<file path="src/rtl/pc_pkg.sv">
// Shared decode constants, default addresses and next-PC source encoding
// for the program-counter unit.
package pc_pkg;

    localparam logic [5:0] OP_R    = 6'b000000;
    localparam logic [5:0] OP_J    = 6'b000010;
    localparam logic [5:0] OP_JAL  = 6'b000011;
    localparam logic [5:0] OP_ERET = 6'b010000;

    localparam logic [5:0] FN_JR      = 6'b001000;
    localparam logic [5:0] FN_JALR    = 6'b001001;
    localparam logic [5:0] FN_SYSCALL = 6'b001100;

    localparam logic [4:0] REG_RA = 5'd31;

    localparam logic [31:0] DEF_RESET_PC = 32'h0000_3000;
    localparam logic [31:0] DEF_EXC_VEC  = 32'h0000_4180;

    typedef enum logic [2:0] {
        SRC_SEQ,
        SRC_BR,
        SRC_JIMM,
        SRC_JREG,
        SRC_EXC,
        SRC_ERET
    } pc_src_e;

endpackage

</file>
<file path="src/rtl/pc_ras.sv">
// Return-address stack: circular buffer with an occupancy count. A push
// into a full stack overwrites the oldest entry; a pop from an empty
// stack is ignored.
module pc_ras
    import pc_pkg::*;
#(
    parameter int WIDTH     = 32,
    parameter int RAS_DEPTH = 4
) (
    input  logic             clk,
    input  logic             rst_n,
    input  logic             en_i,
    input  logic             push_i,
    input  logic             pop_i,
    input  logic [WIDTH-1:0] data_i,
    output logic [WIDTH-1:0] top_o,
    output logic             valid_o
);

    localparam int PW = $clog2(RAS_DEPTH);
    localparam int CW = PW + 1;

    logic [WIDTH-1:0] mem_q [RAS_DEPTH];
    logic [PW-1:0]    ptr_q;
    logic [CW-1:0]    cnt_q;
    logic [PW-1:0]    top_idx;

    // ptr_q is the next write slot; when full it also points at the oldest entry
    assign top_idx = ptr_q - PW'(1);
    assign valid_o = (cnt_q != '0);
    assign top_o   = valid_o ? mem_q[top_idx] : '0;

    // Stack update; push and pop are never requested together by the decoder
    always_ff @(posedge clk or negedge rst_n) begin
        if (!rst_n) begin
            ptr_q <= '0;
            cnt_q <= '0;
            for (int i = 0; i < RAS_DEPTH; i++) begin
                mem_q[i] <= '0;
            end
        end else if (en_i) begin
            if (push_i) begin
                mem_q[ptr_q] <= data_i;
                ptr_q        <= ptr_q + PW'(1);
                if (cnt_q != CW'(RAS_DEPTH)) begin
                    cnt_q <= cnt_q + CW'(1);
                end
            end else if (pop_i && valid_o) begin
                ptr_q <= top_idx;
                cnt_q <= cnt_q - CW'(1);
            end
        end
    end

endmodule

</file>
<file path="src/rtl/pc_ctrl.sv">
// Registered program counter: next-PC priority mux, EPC / exception level,
// redirect flag and a return-address stack predicting JR $31 targets.
module pc_ctrl
    import pc_pkg::*;
#(
    parameter int               WIDTH     = 32,
    parameter logic [WIDTH-1:0] RESET_PC  = WIDTH'(DEF_RESET_PC),
    parameter logic [WIDTH-1:0] EXC_VEC   = WIDTH'(DEF_EXC_VEC),
    parameter int               RAS_DEPTH = 4
) (
    input  logic             clk,
    input  logic             rst_n,
    input  logic             stall_i,
    input  logic             branch_i,
    input  logic             jump_i,
    input  logic [31:0]      ins_i,
    input  logic [WIDTH-1:0] jreg_i,
    input  logic             irq_i,
    output logic [WIDTH-1:0] pc_o,
    output logic [WIDTH-1:0] link_addr_o,
    output logic [WIDTH-1:0] epc_o,
    output logic             exl_o,
    output logic             redirect_o,
    output logic [WIDTH-1:0] ras_pred_o,
    output logic             ras_valid_o
);

    logic [WIDTH-1:0] pc_q, pc_d;
    logic [WIDTH-1:0] epc_q, epc_d;
    logic             exl_q, exl_d;
    logic             redirect_q, redirect_d;

    logic [5:0] op, fn;
    logic [4:0] rs;
    logic       is_r, is_j, is_jal, is_eret, is_jr, is_jalr, is_syscall;

    logic [WIDTH-1:0] pc_seq, pc_br, pc_jimm, br_off, link;
    pc_src_e          src;
    logic             ras_push, ras_pop;

    assign op = ins_i[31:26];
    assign fn = ins_i[5:0];
    assign rs = ins_i[25:21];

    assign is_r       = (op == OP_R);
    assign is_j       = (op == OP_J);
    assign is_jal     = (op == OP_JAL);
    assign is_eret    = (op == OP_ERET);
    assign is_jr      = is_r && (fn == FN_JR);
    assign is_jalr    = is_r && (fn == FN_JALR);
    assign is_syscall = is_r && (fn == FN_SYSCALL);

    assign pc_seq  = pc_q + WIDTH'(4);
    assign link    = pc_q + WIDTH'(8);
    assign br_off  = {{(WIDTH-18){ins_i[15]}}, ins_i[15:0], 2'b00};
    assign pc_br   = pc_seq + br_off;
    assign pc_jimm = {pc_q[WIDTH-1:28], ins_i[25:0], 2'b00};

    // Select the next-PC source; traps first, then ERET, branch, jumps
    always_comb begin
        src = SRC_SEQ;
        if ((irq_i && !exl_q) || (jump_i && is_syscall)) begin
            src = SRC_EXC;
        end else if (jump_i && is_eret) begin
            src = SRC_ERET;
        end else if (branch_i) begin
            src = SRC_BR;
        end else if (jump_i && (is_j || is_jal)) begin
            src = SRC_JIMM;
        end else if (jump_i && (is_jr || is_jalr)) begin
            src = SRC_JREG;
        end
    end

    // Compute next PC / EPC / EXL from the selected source
    always_comb begin
        pc_d  = pc_seq;
        epc_d = epc_q;
        exl_d = exl_q;
        case (src)
            SRC_EXC: begin
                epc_d = pc_q;
                exl_d = 1'b1;
                pc_d  = EXC_VEC;
            end
            SRC_ERET: begin
                pc_d  = epc_q;
                exl_d = 1'b0;
            end
            SRC_BR:   pc_d = pc_br;
            SRC_JIMM: pc_d = pc_jimm;
            SRC_JREG: pc_d = jreg_i;
            default:  pc_d = pc_seq;
        endcase
    end

    // JALR only pushes, even with rs=31; traps and ERET never touch the stack
    assign ras_push   = ((src == SRC_JIMM) && is_jal) || ((src == SRC_JREG) && is_jalr);
    assign ras_pop    = (src == SRC_JREG) && is_jr && (rs == REG_RA);
    assign redirect_d = (src != SRC_SEQ);

    // Architectural state; a stall freezes everything including redirect
    always_ff @(posedge clk or negedge rst_n) begin
        if (!rst_n) begin
            pc_q       <= RESET_PC;
            epc_q      <= '0;
            exl_q      <= 1'b0;
            redirect_q <= 1'b0;
        end else if (!stall_i) begin
            pc_q       <= pc_d;
            epc_q      <= epc_d;
            exl_q      <= exl_d;
            redirect_q <= redirect_d;
        end
    end

    pc_ras #(
        .WIDTH     (WIDTH),
        .RAS_DEPTH (RAS_DEPTH)
    ) u_ras (
        .clk     (clk),
        .rst_n   (rst_n),
        .en_i    (~stall_i),
        .push_i  (ras_push),
        .pop_i   (ras_pop),
        .data_i  (link),
        .top_o   (ras_pred_o),
        .valid_o (ras_valid_o)
    );

    assign pc_o        = pc_q;
    assign link_addr_o = link;
    assign epc_o       = epc_q;
    assign exl_o       = exl_q;
    assign redirect_o  = redirect_q;

endmodule

</file>
<file path="config.mk">
export PLATFORM = sky130hd
export DESIGN_NAME = pc_ctrl
export DESIGN_NICKNAME = d
export VERILOG_FILES = /design/src/rtl/pc_pkg.sv /design/src/rtl/pc_ras.sv /design/src/rtl/pc_ctrl.sv
export SDC_FILE = /design/constraint.sdc
export NUM_CORES = 1
export LEC_CHECK = 0
export ABC_AREA = 1
export CAP_MARGIN = 20
export CORE_UTILIZATION = 40
export DETAILED_ROUTE_END_ITERATION = 8
export GPL_ROUTABILITY_DRIVEN = 0
export GPL_TIMING_DRIVEN = 0
export PLACE_DENSITY = 0.68
export SKIP_LAST_GASP = 1
export SYNTH_ARGS = -nofsm -noshare
export SYNTH_HDL_FRONTEND = slang
export SYNTH_SLANG_ARGS = --single-unit
</file>
<file path="constraint.sdc">
create_clock -name clk -period 8 [get_ports clk]
set_input_delay 2 -clock clk [delete_from_list [all_inputs] [get_ports clk]]
set_output_delay 2 -clock clk [all_outputs]
set_load 0.05 [all_outputs]
</file>
### Word-level counts from Yosys, hierarchy flattened

Index checks and enable logic that the tools add are counted.

* input port bits: 70
* output and inout port bits: 131
* bits in registers: 199
* logic and storage cells: 88

* reductions and logical operators: 30
* $lt $le $gt $ge: 3
* add/subtract/negate cells: 7
* eq/ne operators: 14
* bitwise logic cells: 4
* multiplexer cells: 19

Operator list (count)
* $pmux 32 s5: 1
* $bwmux 128: 1
* $mux 32: 4
* $bmux 32 s2: 1
* $demux 32 s2: 1
* $add 32x3->32 const B: 1
* $add 32x32->32: 1
* $add 32x4->32 const B: 1
* $eq 6x4->1 const B: 3
* $mux 3: 5
* $logic_and 1x1->1: 14
* $eq 6x2->1 const B: 2
* $mux 2: 5
* $reduce_and 2->1: 5
* $eq 3x2->1 const B: 2
* $eq 3x3->1 const B: 2
* $eq 6x5->1 const B: 1
* $ge 3x3->1 const B: 2
* $logic_not 6->1: 1
* $not 2->3: 2
* $reduce_bool 3->1: 2
* $eq 5x5->1 const B: 1
* $logic_or 1x1->1: 4
* $reduce_bool 2->1: 2
* other kinds (12): 13

### Longest topological paths before layout

Gate-level depths: netlist of run 1.

* word-level depth: 15
* mapped depth: 22
* gate-level depth less buffers: 22

### By module

Synthesis of run 1 repeated with hierarchy kept, for this count alone.

* cells, all modules: 2035
* area total of the unflattened synthesis: 13767.0 µm²

By module, submodules not included
* pc_ctrl: area an instance 7477.2 µm², sequential area each 1654.1 µm², instances 1, cells each 1296
* pc_ras: area an instance 6289.8 µm², sequential area each 3328.2 µm², instances 1, cells each 739

### Worst setup path after synthesis of run 1

No wires, ideal clock.

* path kind: register to output
* from: reg pc_q[4] (netlist: pc_o[4])
* to: out link_addr_o[25]
* cell stages (with the launch flop): 11
* path buffers: 0
* path slack: 3.121 ns
* data required time: 6.000 ns
* arrival time: 2.879 ns
* cells stage by stage: dfrtp_1 ha_1 inv_1 nor2_1 nand2_1 nor2_2 inv_2 nor2_1 and3_1 nand2_1 xor2_1

* word-level cells in the longest chain between the ends: 1

Ends and longest elaborated chain
* start: declaration: RTL line pc_ctrl.sv:28 `logic [WIDTH-1:0] pc_q, pc_d;`
* start signal: assignment: RTL line pc_ctrl.sv:110 `pc_q <= pc_d;`
* $add 32x4->32: RTL line pc_ctrl.sv:54 `assign link = pc_q + WIDTH'(8);`
* end: declaration: RTL line pc_ctrl.sv:20 `output logic [WIDTH-1:0] link_addr_o,`

No other way between the ends.

### Worst setup path after layout of run 1

* from: reg u_ras.ptr_q[0]
* to: out ras_pred_o[1]

* word-level cells in the longest chain between the ends: 6

Ends and longest elaborated chain
* start: declaration: RTL line pc_ras.sv:24 `logic [PW-1:0] ptr_q;`
* start signal: assignment: RTL line pc_ras.sv:44 `ptr_q <= ptr_q + PW'(1);`
* start signal: assignment: RTL line pc_ras.sv:49 `ptr_q <= top_idx;`
* $sub 2x1->2: RTL line pc_ras.sv:29 `assign top_idx = ptr_q - PW'(1);`
* via u_ras.top_idx[0]: RTL line pc_ras.sv:26 `logic [PW-1:0] top_idx;`
* $not 2->3 (implied by the code): RTL line pc_ras.sv:31 `assign top_o = valid_o ? mem_q[top_idx] : '0;`
* $bmux 32 s2: RTL line pc_ras.sv:31
* $mux 32 (implied by the code) (2 in a row): RTL line pc_ras.sv:31
* $mux 32: RTL line pc_ras.sv:31
* end: declaration: RTL line pc_ctrl.sv:24 `output logic [WIDTH-1:0] ras_pred_o,`

The timed path passes the listed nets, and every way through them passes these cells. The select of a mux whose other input is x is not followed.

==> results of run 1 <==
state kept, by name, indices dropped and copies added, names as in the netlist:
signal       count
redirect_o       1
u_ras.ptr_q      2
exl_o            1
pc_o            32
epc_o           32
u_ras.cnt_q      3
u_ras.mem_q    128
critical path: cells and delay by family (launching register included):
family | cells | cell delay (ns)
flops | 1 | 0.45
compound gates | 3 | 0.57
buf+inv | 7 | 2.85
fa+ha+maj | 1 | 0.22
final cells by class:
type / instances / area, um^2 / area share
multi-input cells: 1413 / 7040 / 0.427
inverters: 209 / 785 / 0.0476
clock buffers: 17 / 425 / 0.0258
flip-flops and latches: 199 / 4980 / 0.302
well taps: 442 / 553 / 0.0335
plain buffers: 84 / 457 / 0.0277
clock inverters: 15 / 184 / 0.0112
repair buffers: 203 / 2070 / 0.125
layer usage:
| metal | up-vias | GRT usage | share of wire | wire length [um] |
|---|---|---|---|---|
| li1 | 6614 | - | - | - |
| met1 | 6399 | 0.382 | 0.40 | 19400 |
| met2 | 722 | 0.477 | 0.47 | 22600 |
| met3 | 116 | 0.0398 | 0.087 | 4220 |
| met4 | 0 | 0.130 | 0.044 | 2130 |
| met5 | - | 0 | 0 | 0 |
power by group through the flow:
stage / registers, mW / logic [mW] / clock network (mW)
final: 1.40 / 2.56 / 0.895
after global placement: 1.41 / 2.49 / 0
after floorplan: 1.80 / 1.18 / 0
after global routing: 1.41 / 2.73 / 0.951
after CTS: 1.39 / 2.53 / 0.906
after detailed placement: 1.41 / 2.52 / 0
cells by family (layout without fill, tap and decap cells):
| group | after synthesis | in the layout | synth area share |
|---|---|---|---|
| simple gates | 853 | 853 | 0.271 |
| compound gates | 455 | 455 | 0.176 |
| buf+inv | 293 | 528 | 0.0936 |
| flops | 199 | 199 | 0.376 |
| xor+xnor | 62 | 62 | 0.0415 |
| fa+ha+maj | 40 | 40 | 0.0389 |
| mux | 3 | 3 | 0.00255 |
metrics by stage:
stage,worst slack (ns),cell area [um^2]
floorplan,3.12,13300
global placement,-3.45,15800
detailed placement,2.00,15900
CTS,1.53,16500
global route,1.19,16500
finish,1.48,16500
synth_stat cells, types with 8 or more instances:
library cell,count,area share
sky130_fd_sc_hd__o21a_1,8,0.0045
sky130_fd_sc_hd__nand4_1,25,0.012
sky130_fd_sc_hd__o21ai_0,174,0.066
sky130_fd_sc_hd__buf_2,8,0.0030
sky130_fd_sc_hd__nand3_1,90,0.034
sky130_fd_sc_hd__nor3_1,28,0.011
sky130_fd_sc_hd__buf_4,15,0.0085
sky130_fd_sc_hd__dfrtp_1,197,0.37
sky130_fd_sc_hd__o21ai_1,93,0.035
sky130_fd_sc_hd__clkbuf_1,44,0.012
sky130_fd_sc_hd__inv_1,205,0.058
sky130_fd_sc_hd__ha_1,38,0.036
sky130_fd_sc_hd__a21oi_1,163,0.062
sky130_fd_sc_hd__xor2_1,59,0.039
sky130_fd_sc_hd__nand2_1,570,0.16
sky130_fd_sc_hd__nor2_2,8,0.0038
sky130_fd_sc_hd__buf_6,10,0.0085
sky130_fd_sc_hd__nor2_1,103,0.029
final timing paths:
path,end,from,cells after the start
max,ras_pred_o[1],u_ras.ptr_q[0],11
min,u_ras.mem_q[126],u_ras.mem_q[126],2
max reg2reg,pc_o[20],pc_o[4],21
min reg2reg,u_ras.mem_q[126],u_ras.mem_q[126],2
max in group asynchronous,pc_o[22],rst_n,3
min in group asynchronous,u_ras.mem_q[73],rst_n,1
==> flow_results.org, run 1 <==
** Run status
- Status :: complete, no violations

** Finish
- For this run, the post-layout net count is 2,237.
- Relative to the synthesized area, the layout overhead comes to 24.4%.
- The finished layout holds 2,582 standard cells, fillers aside.
- Number of inserted filler cells in the final layout :: 3,222
- Highest-count cells in the layout ignoring fill and taps :: sky130_fd_sc_hd__nand2_1 (570), sky130_fd_sc_hd__inv_1 (205), sky130_fd_sc_hd__clkdlybuf4s50_1 (199)
- Once layout is complete, the utilization of the core stands at 0.507.
- In the final layout, the share of cells above drive strength 1 is 0.0495.
- Antenna cell count :: 0
- Most common library cell in the layout ignoring fill and taps :: sky130_fd_sc_hd__nand2_1

** Clock network
- Gates resized during post-CTS repair numbered 0.
- Clock latency on the worst-skew pair, taken at its later pin, is 0.44 ns.
- After clock tree synthesis, the setup repair step added 0 buffers.
- Maximum clock insertion buffer count :: 2
- Clock tree root driver cell :: sky130_fd_sc_hd__clkbuf_16
- Number of H-tree levels :: 4
- Total clock buffers created by CTS :: 17
- Clock Sink Count :: 199
- Hold-fix buffers at CTS :: 0
- TritonCTS built the clock tree.
- Clock-pin slew was measured on the worst setup and hold paths at 0.07 ns.

** Routing
- In the routed design, unresolved DRC markers number 0.
- Remaining antenna violation count after routing :: 0
- Routed wire length :: 48,300 um
- For this block, the initial DRC count from the detailed router was 1,280.
- Dividing the detail-routed wire length by the instance count gives 18.7 um.
- In the routed layout, each cell is associated on average with a via count of 5.36.
- The final route contains 13,900 vias.
- Before antenna repair, the detailed router went through 6 iterations.

** Floorplanning
- For this configuration, the core starts out at a cell density of 0.408.
- Top-level port count :: 201
- The floorplan has 66 rows.
- Area of the placeable core :: 32,500 um^2
- Y dimension of the die :: 184 um
- Full die area :: 33,900 um^2
- In this run the horizontal extent of the chip is 184 um.

** STA
- Setup repair after global routing left no endpoint under its margin.
- Timing would allow up to 153 MHz.
- In the final timing run, aggregate negative setup slack is 0 ns.
- In this run the tightest slew margin relative to its limit is 0.318.
- Final-report hold violation count :: 0
- Dividing the final minimum period by the clock period gives 0.815.
- Setup violations remaining at the end of the flow were counted as 0.
- Worst hold margin :: 0.477 ns
- Clock skew on the completed layout was measured at 0.0156 ns.
- Max-slew violation count :: 0
- At the pin with the least slew margin, the transition time is 1.01 ns.
- Minimum clock period after layout :: 6.52 ns

** Pwr
- The analysis attributes to cell leakage a power of 8.08 nW.
- Share of total power in sequential cells :: 0.289
- Power spread over the standard cell area amounts to 295 nW/um^2.
- Largest voltage drop on the vdd net :: 0.209 mV
- Part of the power in the clock network :: 0.184
- Of the total power, the share spent switching nets is 0.507.
- Summed over all nets, the switching power comes to 2.46 mW.
- Internal Dissipation :: 2.40 mW
- Power after layout :: 4.86 mW
- Proportion of power drawn by combinational gates :: 0.527

** Global routing
- Overall track demand over capacity in global routing :: 0.291
- The first global-routing pass estimated 74,900 um of wire.
- Remaining global-route overflow :: 0
- The number of global-route vias before repair is 13,300.
- Maximum number of pins on one net before global-route repair :: 73
- Antenna violations before repair :: 0

** Worst setup path
- Largest stage delay, worst path :: 0.87 ns
- The worst setup path is captured at a primary output.
- Type of the worst setup path :: reg2out
- Minimum setup slack among reg-to-reg paths :: 3.37 ns
- Cells traversed along the worst timing path :: inv_1 > clkbuf_1 > clkbuf_1 > ha_1 > clkbuf_1 > clkinv_1 > clkbuf_1 > a21oi_1 > o21ai_0 > a21oi_1 > clkdlybuf4s50_1
- By instance count, the cell type seen most on the critical path is sky130_fd_sc_hd__clkbuf_1.
- Along the worst path, the maximum fanout reaches 11.
- Element type at the critical path start :: flop
- Critical path data required time :: 6.00 ns
- For the worst setup path, the data arrival time is 4.52 ns.
- CP max stage cell :: sky130_fd_sc_hd__clkdlybuf4s50_1

** Logic synthesis
- Sequential share of the synthesized area :: 0.376
- After synthesis, the netlist uses 45 different library cells.
- Synthesis inferred 199 register bits.
- The average instance in the mapped netlist occupies 6.96 um^2.
- Count of warnings emitted by yosys :: 0
- Number of flops mapped to enable cells by yosys :: 0
- In this run the cell area of the synthesized design comes to 13,300 um^2.
- Most used flip-flop cell after synthesis :: sky130_fd_sc_hd__dfrtp_1
- Of all flip-flops after synthesis, the portion carrying an async set or reset was 1.00.
- The number of nets in the synthesized netlist is 2,015.
- Mapped Cells :: 1,905

** Placement
- After legalization and detailed placement, the total HPWL measured 38,400 um.
- Number of placed instances with taps included :: 2,550
- IO buf count :: 200

** Min path
- The min-delay analysis places its worst path in the category reg2reg.

** Run
- Across the run, the number of max-cap violations was 0.
No activity file was read; power rests on OpenSTA's default activity.
==> run 2, diff against run 1 <==
Clock period 8 ns to 6.45 ns, I/O delays scaled along.
==> results of run 2 <==
Same layout as run 1 (identical final DEF). Status: complete, no violations.
Among the figures that moved: setup slack after placement 2.00 ns -> 0.834 ns; setup slack after layout 1.48 ns -> 0.319 ns; register-to-register setup slack 3.37 ns -> 1.82 ns; total power 4.86 mW -> 6.03 mW; worst IR drop on VDD 0.209 mV -> 0.260 mV
